[src/rtl/ffi_arbiter.sv]
// Round-robin arbiter in front of a shared feedforward-inhibition stage: grants one
// spike volley, counts its spikes against a runtime threshold and forwards it or zeros.
module ffi_arbiter #(
    parameter int unsigned RF      = 16,
    parameter int unsigned NUM_REQ = 4,
    parameter int unsigned CNT_W   = 8,
    localparam int unsigned PC_W   = $clog2(RF + 1),
    localparam int unsigned ID_W   = $clog2(NUM_REQ)
) (
    input  logic                  clk,
    input  logic                  rst,
    input  logic [NUM_REQ-1:0]    req_valid,
    input  logic [NUM_REQ*RF-1:0] req_spikes,
    output logic [NUM_REQ-1:0]    req_ready,
    input  logic [PC_W-1:0]       ffi_thresh,
    output logic                  out_valid,
    input  logic                  out_ready,
    output logic [RF-1:0]         out_spikes,
    output logic [ID_W-1:0]       out_id,
    output logic                  out_inhibited,
    output logic [CNT_W-1:0]      pass_cnt,
    output logic [CNT_W-1:0]      inhib_cnt
);

    typedef enum logic [1:0] {
        IDLE = 2'd0,
        EVAL = 2'd1,
        OUT  = 2'd2
    } state_t;

    state_t            state_q, state_d;
    logic [ID_W-1:0]   ptr_q, ptr_d;
    logic [RF-1:0]     vol_q, vol_d;
    logic [PC_W-1:0]   thr_q, thr_d;
    logic [ID_W-1:0]   gid_q, gid_d;
    logic              out_valid_q, out_valid_d;
    logic [RF-1:0]     out_spikes_q, out_spikes_d;
    logic [ID_W-1:0]   out_id_q, out_id_d;
    logic              out_inhib_q, out_inhib_d;
    logic [CNT_W-1:0]  pass_cnt_q, pass_cnt_d;
    logic [CNT_W-1:0]  inhib_cnt_q, inhib_cnt_d;

    logic              grant_found;
    logic [ID_W-1:0]   grant_idx;
    logic [ID_W-1:0]   cand;
    logic [PC_W-1:0]   pop;
    logic              pass;

    // First valid requester at or after the pointer, wrapping.
    always_comb begin
        grant_found = 1'b0;
        grant_idx   = '0;
        cand        = '0;
        for (int unsigned k = 0; k < NUM_REQ; k++) begin
            cand = ID_W'((32'(ptr_q) + k) % NUM_REQ);
            if (!grant_found && req_valid[cand]) begin
                grant_found = 1'b1;
                grant_idx   = cand;
            end
        end
    end

    // Spike count of the captured volley; PC_W holds RF without overflow.
    always_comb begin
        pop = '0;
        for (int unsigned i = 0; i < RF; i++) begin
            pop = pop + PC_W'(vol_q[i]);
        end
    end

    assign pass = (pop > thr_q);

    always_comb begin
        state_d      = state_q;
        ptr_d        = ptr_q;
        vol_d        = vol_q;
        thr_d        = thr_q;
        gid_d        = gid_q;
        out_valid_d  = out_valid_q;
        out_spikes_d = out_spikes_q;
        out_id_d     = out_id_q;
        out_inhib_d  = out_inhib_q;
        pass_cnt_d   = pass_cnt_q;
        inhib_cnt_d  = inhib_cnt_q;
        req_ready    = '0;
        unique case (state_q)
            IDLE: begin
                if (grant_found) begin
                    req_ready[grant_idx] = 1'b1;
                    vol_d   = req_spikes[32'(grant_idx)*RF +: RF];
                    thr_d   = ffi_thresh;
                    gid_d   = grant_idx;
                    ptr_d   = ID_W'((32'(grant_idx) + 1) % NUM_REQ);
                    state_d = EVAL;
                end
            end
            EVAL: begin
                out_spikes_d = pass ? vol_q : '0;
                out_inhib_d  = !pass;
                out_id_d     = gid_q;
                out_valid_d  = 1'b1;
                state_d      = OUT;
            end
            OUT: begin
                if (out_ready) begin
                    out_valid_d = 1'b0;
                    if (out_inhib_q) begin
                        inhib_cnt_d = (inhib_cnt_q == '1) ? inhib_cnt_q : inhib_cnt_q + CNT_W'(1);
                    end else begin
                        pass_cnt_d = (pass_cnt_q == '1) ? pass_cnt_q : pass_cnt_q + CNT_W'(1);
                    end
                    state_d = IDLE;
                end
            end
            default: state_d = IDLE;
        endcase
    end

    always_ff @(posedge clk) begin
        if (rst) begin
            state_q      <= IDLE;
            ptr_q        <= '0;
            vol_q        <= '0;
            thr_q        <= '0;
            gid_q        <= '0;
            out_valid_q  <= 1'b0;
            out_spikes_q <= '0;
            out_id_q     <= '0;
            out_inhib_q  <= 1'b0;
            pass_cnt_q   <= '0;
            inhib_cnt_q  <= '0;
        end else begin
            state_q      <= state_d;
            ptr_q        <= ptr_d;
            vol_q        <= vol_d;
            thr_q        <= thr_d;
            gid_q        <= gid_d;
            out_valid_q  <= out_valid_d;
            out_spikes_q <= out_spikes_d;
            out_id_q     <= out_id_d;
            out_inhib_q  <= out_inhib_d;
            pass_cnt_q   <= pass_cnt_d;
            inhib_cnt_q  <= inhib_cnt_d;
        end
    end

    assign out_valid     = out_valid_q;
    assign out_spikes    = out_spikes_q;
    assign out_id        = out_id_q;
    assign out_inhibited = out_inhib_q;
    assign pass_cnt      = pass_cnt_q;
    assign inhib_cnt     = inhib_cnt_q;

endmodule

[config.mk]
export PLATFORM = sky130hd
export DESIGN_NAME = ffi_arbiter
export DESIGN_NICKNAME = d
export VERILOG_FILES = /design/src/rtl/ffi_arbiter.sv
export SDC_FILE = /design/constraint.sdc
export NUM_CORES = 1
export LEC_CHECK = 0
export ABC_AREA = 1
export CAP_MARGIN = 20
export CORE_MARGIN = 2
export CORE_UTILIZATION = 45
export CTS_CLUSTER_DIAMETER = 50
export DETAILED_ROUTE_END_ITERATION = 8
export DONT_BUFFER_PORTS = 1
export PLACE_DENSITY = 0.56
export SYNTH_ARGS = -nofsm -noshare
export SYNTH_HDL_FRONTEND = slang
export SYNTH_SLANG_ARGS = --single-unit
export TNS_END_PERCENT = 50
[constraint.sdc]
create_clock -name clk -period 5.8 [get_ports clk]
set_clock_uncertainty 0.2 [all_clocks]
set_input_delay 1.16 -clock clk [delete_from_list [all_inputs] [get_ports clk]]
set_output_delay 1.16 -clock clk [all_outputs]
set_load 0.005 [all_outputs]
==> results of run 1 <==
metal layers:
layer	global-route usage, %	routed length [microns]	vias to the layer above
met5	0	0	-
met4	8.02	146	0
met3	6.00	671	11
met2	31.0	4160	112
met1	27.0	4380	1505
li1	-	-	1793
flip-flops by register name, indices dropped and copies added, names as in the netlist:
name,cells
pass_cnt,8
out_valid,1
vol_q,16
state_q,2
out_spikes,16
thr_q,5
gid_q,2
inhib_cnt,8
out_inhibited,1
out_id,2
ptr_q,2
worst max-delay path, cell delays in order, from the launching register on:
cell      delay, ns
dfxtp_1        0.39
inv_1          0.10
fa_1           0.49
fa_1           0.52
fa_1           0.43
fa_1           0.49
inv_1          0.04
ha_1           0.20
fa_1           0.40
nand2_1        0.08
a21boi_0       0.09
ha_1           0.33
nand3_1        0.11
o311ai_0       0.29
nand2_1        0.09
nor2_1         0.09
buf_4          0.23
nand2_1        0.08
a21oi_1        0.13
final cells by class:
| cell class | count | area (sq um) | share of cell area [%] |
|---|---|---|---|
| Clock inverter | 4 | 45.0 | 1.11 |
| Multi-Input combinational cell | 400 | 2140 | 52.4 |
| Sequential cell | 63 | 1260 | 30.9 |
| Timing Repair Buffer | 1 | 7.51 | 0.184 |
| Tap cell | 105 | 131 | 3.22 |
| Clock buffer | 11 | 151 | 3.72 |
| Inverter | 91 | 342 | 8.38 |
metrics by stage:
step | power (mW) | hold WS, ns | worst slack, ns
floorplan | 2.31 | 0.235 | 1.05
global placement | 2.68 | 0.246 | 1.08
detailed placement | 2.73 | 0.247 | 0.954
CTS | 3.14 | 0.256 | 0.922
global route | 3.51 | 0.272 | 0.532
finish | 3.09 | 0.255 | 0.947
worst max path at each step:
stage                           endpoint  cells past startpoint  slack (ns)      start
after global placement     out_spikes[7]                     18        1.08  vol_q[11]
after global routing       out_spikes[8]                     18        0.53  vol_q[11]
after CTS                 out_spikes[10]                     18        0.92  vol_q[11]
after detailed placement  out_spikes[10]                     18        0.95  vol_q[11]
after floorplan           out_spikes[10]                     18        1.05   vol_q[0]
final                     out_spikes[10]                     18        0.95  vol_q[13]
power groups by stage:
stage	sequential, mW	clock, mW	combinational (mW)
detailed placement	0.685	0	2.05
finish	0.673	0.385	2.03
global route	0.693	0.411	2.40
global placement	0.685	0	1.99
CTS	0.676	0.394	2.07
floorplan	0.642	0	1.66
cells in the final DEF, fill, tap and decap left out, types with 3 or more instances in the layout:
master,n
a21oi_1,49
clkbuf_8,11
clkinv_2,3
dfxtp_1,63
fa_1,10
ha_1,16
inv_1,86
inv_2,4
nand2_1,160
nand2_2,5
nand3_1,48
nand3b_1,8
nor2_1,45
nor3b_1,8
o211ai_1,4
o21ai_0,22
xor2_1,3
kinds of logic (layout without fill, tap and decap cells):
group / Yosys count / count (layout) / synth area share, %
AOI/OAI and AO/OA: 82 / 82 / 11.2
and+or+nand+nor: 289 / 289 / 33.0
DFF: 63 / 63 / 32.6
buffers and inverters: 113 / 107 / 12.2
adders and majority gates: 26 / 26 / 10.3
xor gates and xnor gates: 3 / 3 / 0.679
==> metrics.csv, run 1 <==
metric;value;unit
via count;3421;
Initial Util;46.9;%
TritonCTS buffer count;9;
P_int;1.53;mW
diodes inserted;0;
reg-to-reg startpoint;vol_q[13];
final non-filler cell total;675;
setup bufs post-CTS;0;
Max FO, Critical Path;17;
startpoint types;flop;
Synth Cell Area;0.00387;sq mm
RSZ-0062 raised after global routing;false;
final net count;668;
fin crit period;4.85;ns
hold buffers post-CTS;0;
core area;0.00826;sq mm
Clock H-tree levels;3;
status;complete, no violations;
die footprint;0.00936;sq mm
Yosys top cell by area;dfxtp_1;
routed vias/inst;5.07;
fin crit share;83.7;%
width of the die;96.7;microns
Design Area, Final;0.00408;sq mm
Post-DP Area;0.00388;sq mm
count of different cell masters after synthesis;36;
VDD IR max;0.408;mV
number of cell rows;33;
Avg Synthesized Cell Area;6.72;sq um
CTS Root Cell;clkbuf_8;
Sequential Power Share;21.8;%
P_leak;1.95;nW
Warnings, synthesis;0;
Tot GR Track Use;20.3;%
ranking of synthesized cells by area;dfxtp_1 (33%), nand2_1 (16%), inv_1 (8.3%), a21oi_1 (6.3%), nand3_1 (6.2%);
Worst Path Required;5.88;ns
Setup Total Neg Slack;0;ns
FF-to-FF setup slack;0.95;ns
io pins;116;
Pre-antenna DRT Iters;4;
clock network power share;12.4;%
pin count of the biggest net entering global routing;45;
Main synth FF type;dfxtp_1;
max_cap viols;0;
Post-DP HPWL;7060;microns
PortBufs;0;
Setup Viol. Count Final;0;
ratio of cells with drive above 1 in the final layout;5.79;%
Die Ht;96.7;microns
Max Clk Rate;206;MHz
register bit total from synthesis;63;
switch share;50.4;%
antenna violations before repair;0;
hold endpoint;out_spikes[0];
Gate power share;65.8;%
vias in the first global route;3257;
pins over their slew limit;0;
CTS tree;done;
count of flip-flops with a built-in enable after synthesis;0;
Crit Reg-Reg Endpoint;out_spikes[10];
# DRC;0;
asr flop ratio synth;0;%
Antenna Nets Post-Route;0;
DR WL/cell;13.9;microns
initial DRC count;138;
Synth top cells by count;nand2_1 (160), inv_1 (86), dfxtp_1 (63);
kind of critical path;flop to flop;
Yosys top cell area share;32.6;%
global placer's final weighted congestion;0.862;
Hold Path Origin;vol_q[0];
Hold Path Class;flop to flop;
drt total wl;9360;microns
Worst Hold Depth;2;
worst skew pair latency;0.34;ns
fin util;49.3;%
endpoint class of the critical path;flop;
Num Clock Sinks;63;
switching pwr;1.56;mW
fill count;878;
Worst Reg2Reg Path Length in Cells;18;
cell count after synthesis;576;
Pwr per Cell Area;759;mW/mm^2
Layout area overhead;5.30;%
Relative slew margins;38.6;%
Data arrival, critical path;4.93;ns
GRT overflow;0;
cell with the most instances after synthesis;nand2_1;
CTS clk-pin slew, worst paths;0.07;ns
Post-CTS Resized;0;
first-pass GRT wire length;15600;microns
final hold vios;0;
CTS Buffer Depth;2;
sequential-to-total area share from yosys stat;32.6;%
Synthesized Nets;678;
actual slew at the worst max-slew pin;0.920;ns
dpl cells;660;
(Power assumes the default switching activity.)
==> run 2: changes to the inputs <==
--- a/config.mk
+++ b/config.mk
@@ -12,7 +12,7 @@
 export CTS_CLUSTER_DIAMETER = 50
 export DETAILED_ROUTE_END_ITERATION = 8
 export DONT_BUFFER_PORTS = 1
-export PLACE_DENSITY = 0.56
+export PLACE_DENSITY = 0.58
 export SYNTH_ARGS = -nofsm -noshare
 export SYNTH_HDL_FRONTEND = slang
 export SYNTH_SLANG_ARGS = --single-unit
==> constraint.sdc (replaced) <==
create_clock -name clk -period 4.3 [get_ports clk]
set_clock_uncertainty 0.2 [all_clocks]
set_input_delay 0.86 -clock clk [delete_from_list [all_inputs] [get_ports clk]]
set_output_delay 0.86 -clock clk [all_outputs]
set_load 0.005 [all_outputs]
==> metrics.csv, run 2 (synthesis results as in run 1) <==
metric;value;unit;change
status;complete, but fails checks;;
via count;3469;;+1.4%
PortBufs;0;;unchanged
kind of critical path;flop to flop;;
global placer's final weighted congestion;0.889;;+3.1%
Worst Path Required;4.38;ns;-1.50 ns
TritonCTS buffer count;9;;unchanged
wl on met1;4310;microns;-1.8%
Initial Util;46.9;%;unchanged
# DRC;0;;unchanged
worst skew pair latency;0.34;ns;about the same
Max Clk Rate;220;MHz;+6.7%
Layout area overhead;10.9;%;
io pins;116;;unchanged
CTS Root Cell;clkbuf_8;;
Gate power share;68.3;%;+2.5 points
VDD IR max;1.11;mV;+170%
Hold Path Class;flop to flop;;
failing checks;setup timing;;
fin crit period;4.55;ns;-0.306 ns
final hold vios;0;;unchanged
GRT overflow;0;;unchanged
FF-to-FF setup slack;-0.25;ns;-1.19 ns
Max FO, Critical Path;17;;unchanged
Clock H-tree levels;3;;unchanged
max incr delay on CP;0.54;ns;+0.02 ns
pins over their slew limit;0;;unchanged
most used cell, CP;fa_1;;
clock network power share;12.0;%;-0.4 points
hold buffers post-CTS;0;;unchanged
routed vias/inst;5.01;;-1.1%
Max Used Layer;met4;;
actual slew at the worst max-slew pin;0.678;ns;-0.242 ns
Data arrival, critical path;4.62;ns;-0.31 ns
Total Power;4.61;mW;+49%
Relative slew margins;54.7;%;+16 points
antenna violations before repair;0;;unchanged
pin count of the biggest net entering global routing;44;;-2.2%
initial DRC count;121;;-12%
commonest non-fill, non-tap cell in the layout;nand2_1;;
met3 WL;556;microns;-17%
endpoint class of the critical path;flop;;
fin crit share;106;%;+22 points
cell family with most CP delay;adder cells;;
P_int;2.38;mW;+55%
WL met2;3960;microns;-4.8%
worst-path cell chain;inv_2 -> fa_1 -> fa_1 -> fa_1 -> fa_1 -> inv_1 -> ha_2 -> fa_2 -> nand2_1 -> a21boi_1 -> ha_1 -> nand3_2 -> o311ai_2 -> nand2_1 -> nor2_4 -> buf_12 -> nand2_1 -> a21oi_1;;
DR WL/cell;13.0;microns;-6.2%
die footprint;0.00936;sq mm;unchanged
worst path bufs/invs;3;;unchanged
Pwr per Cell Area;1070;mW/mm^2;+42%
Num Clock Sinks;63;;unchanged
cell with the largest stage delay on the worst path;fa_1;;
CTS clk-pin slew, worst paths;0.07;ns;about the same
ratio of cells with drive above 1 in the final layout;11.9;%;+6.1 points
switch share;48.4;%;-2.0 points
drt total wl;9000;microns;-3.9%
CTS Buffer Depth;2;;unchanged
first-pass GRT wire length;15300;microns;-2.2%
vias in the first global route;3269;;+0.37%
switching pwr;2.23;mW;+43%
hold slack;0.263;ns;+0.00778 ns
width of the die;96.7;microns;unchanged
CTS tree;done;;
most frequent cells in the layout;nand2_1 (160), inv_1 (84), dfxtp_1 (57);;
max_cap viols;0;;unchanged
P_leak;2.03;nW;+4.1%
Sequential Power Share;19.7;%;-2.1 points
Antenna Nets Post-Route;0;;unchanged
Post-DP HPWL;7000;microns;-0.79%
Pre-antenna DRT Iters;4;;unchanged
Setup WS post-layout;-0.248;ns;-1.19 ns
RSZ-0062 raised after global routing;true;;
Setup Viol. Count Final;17;;+17
core area;0.00826;sq mm;unchanged
Tot GR Track Use;19.6;%;-0.71 points
diodes inserted;0;;unchanged
startpoint types;flop;;
Die Ht;96.7;microns;unchanged
number of cell rows;33;;unchanged
final net count;684;;+2.4%
==> run 2: cell types whose count changed in the layout (fill, tap and decap cells not counted), moves of 2 or more <==
cell        delta
clkinv_2       -3
clkinvlp_4     +3
buf_4         +15
dfxtp_1        -6
dfxtp_2        +6
clkbuf_8       -2
a21oi_2        +8
clkbuf_1       +2
a21oi_1        -8
inv_1          -2
inv_2          +2
==> run 2: layout make-up <==
cell class	instances	area (sq um)
Multi-Input combinational cell	400	2200
Clock buffer	11	131
Tap cell	105	131
Sequential cell	63	1270
Fill cell	853	3970
Inverter	91	342
Timing Repair Buffer	17	140
Clock inverter	5	82.6
==> run 2: worst paths after layout <==
check                   end       from  depth (start not counted)
min          out_spikes[13]  vol_q[13]                          2
max reg2reg  out_spikes[10]  vol_q[11]                         18
min reg2reg  out_spikes[13]  vol_q[13]                          2
max          out_spikes[10]  vol_q[11]                         18
==> run 2: power groups by stage <==
stage,Sequential [mW],Combinational [mW],Clock [mW]
finish,0.907,3.15,0.555
global route,0.930,3.67,0.595
CTS,0.907,3.06,0.571
detailed placement,0.917,3.03,0
global placement,0.914,2.94,0
floorplan,0.868,2.38,0
==> run 2: metrics by stage <==
step	worst slack [ns]	std cells	util [%]	TNS, ns	cell area [sq um]
final	-0.248	692	52.0	-3.95	4290
after global routing	-0.506	692	52.0	-8.10	4290
after CTS	-0.268	692	51.4	-4.25	4250
after detailed placement	-0.263	676	48.8	-4.16	4030
after global placement	-0.172	676	48.8	-2.84	4030
after floorplan	-0.107	576	-	-0.991	3890
==> run 2: layer usage <==
layer,up-vias,global-route usage [%]
met5,-,0
met4,0,8.02
met3,15,4.84
met2,109,30.1
met1,1524,26.3
li1,1821,-
==> run 2: timing repair <==
action,in CTS,in global routing
gates resized for setup,5,11
setup buffers,0,0
endpoints found under the setup margin,17,17
hold endpoints to repair,0,0
==> run 2: tightest hold or removal path: cells and delay by family (launching register included) <==
kind	cells	cell delay, ns
simple gates	1	0.07
compound gates	1	0.04
flops	1	0.32
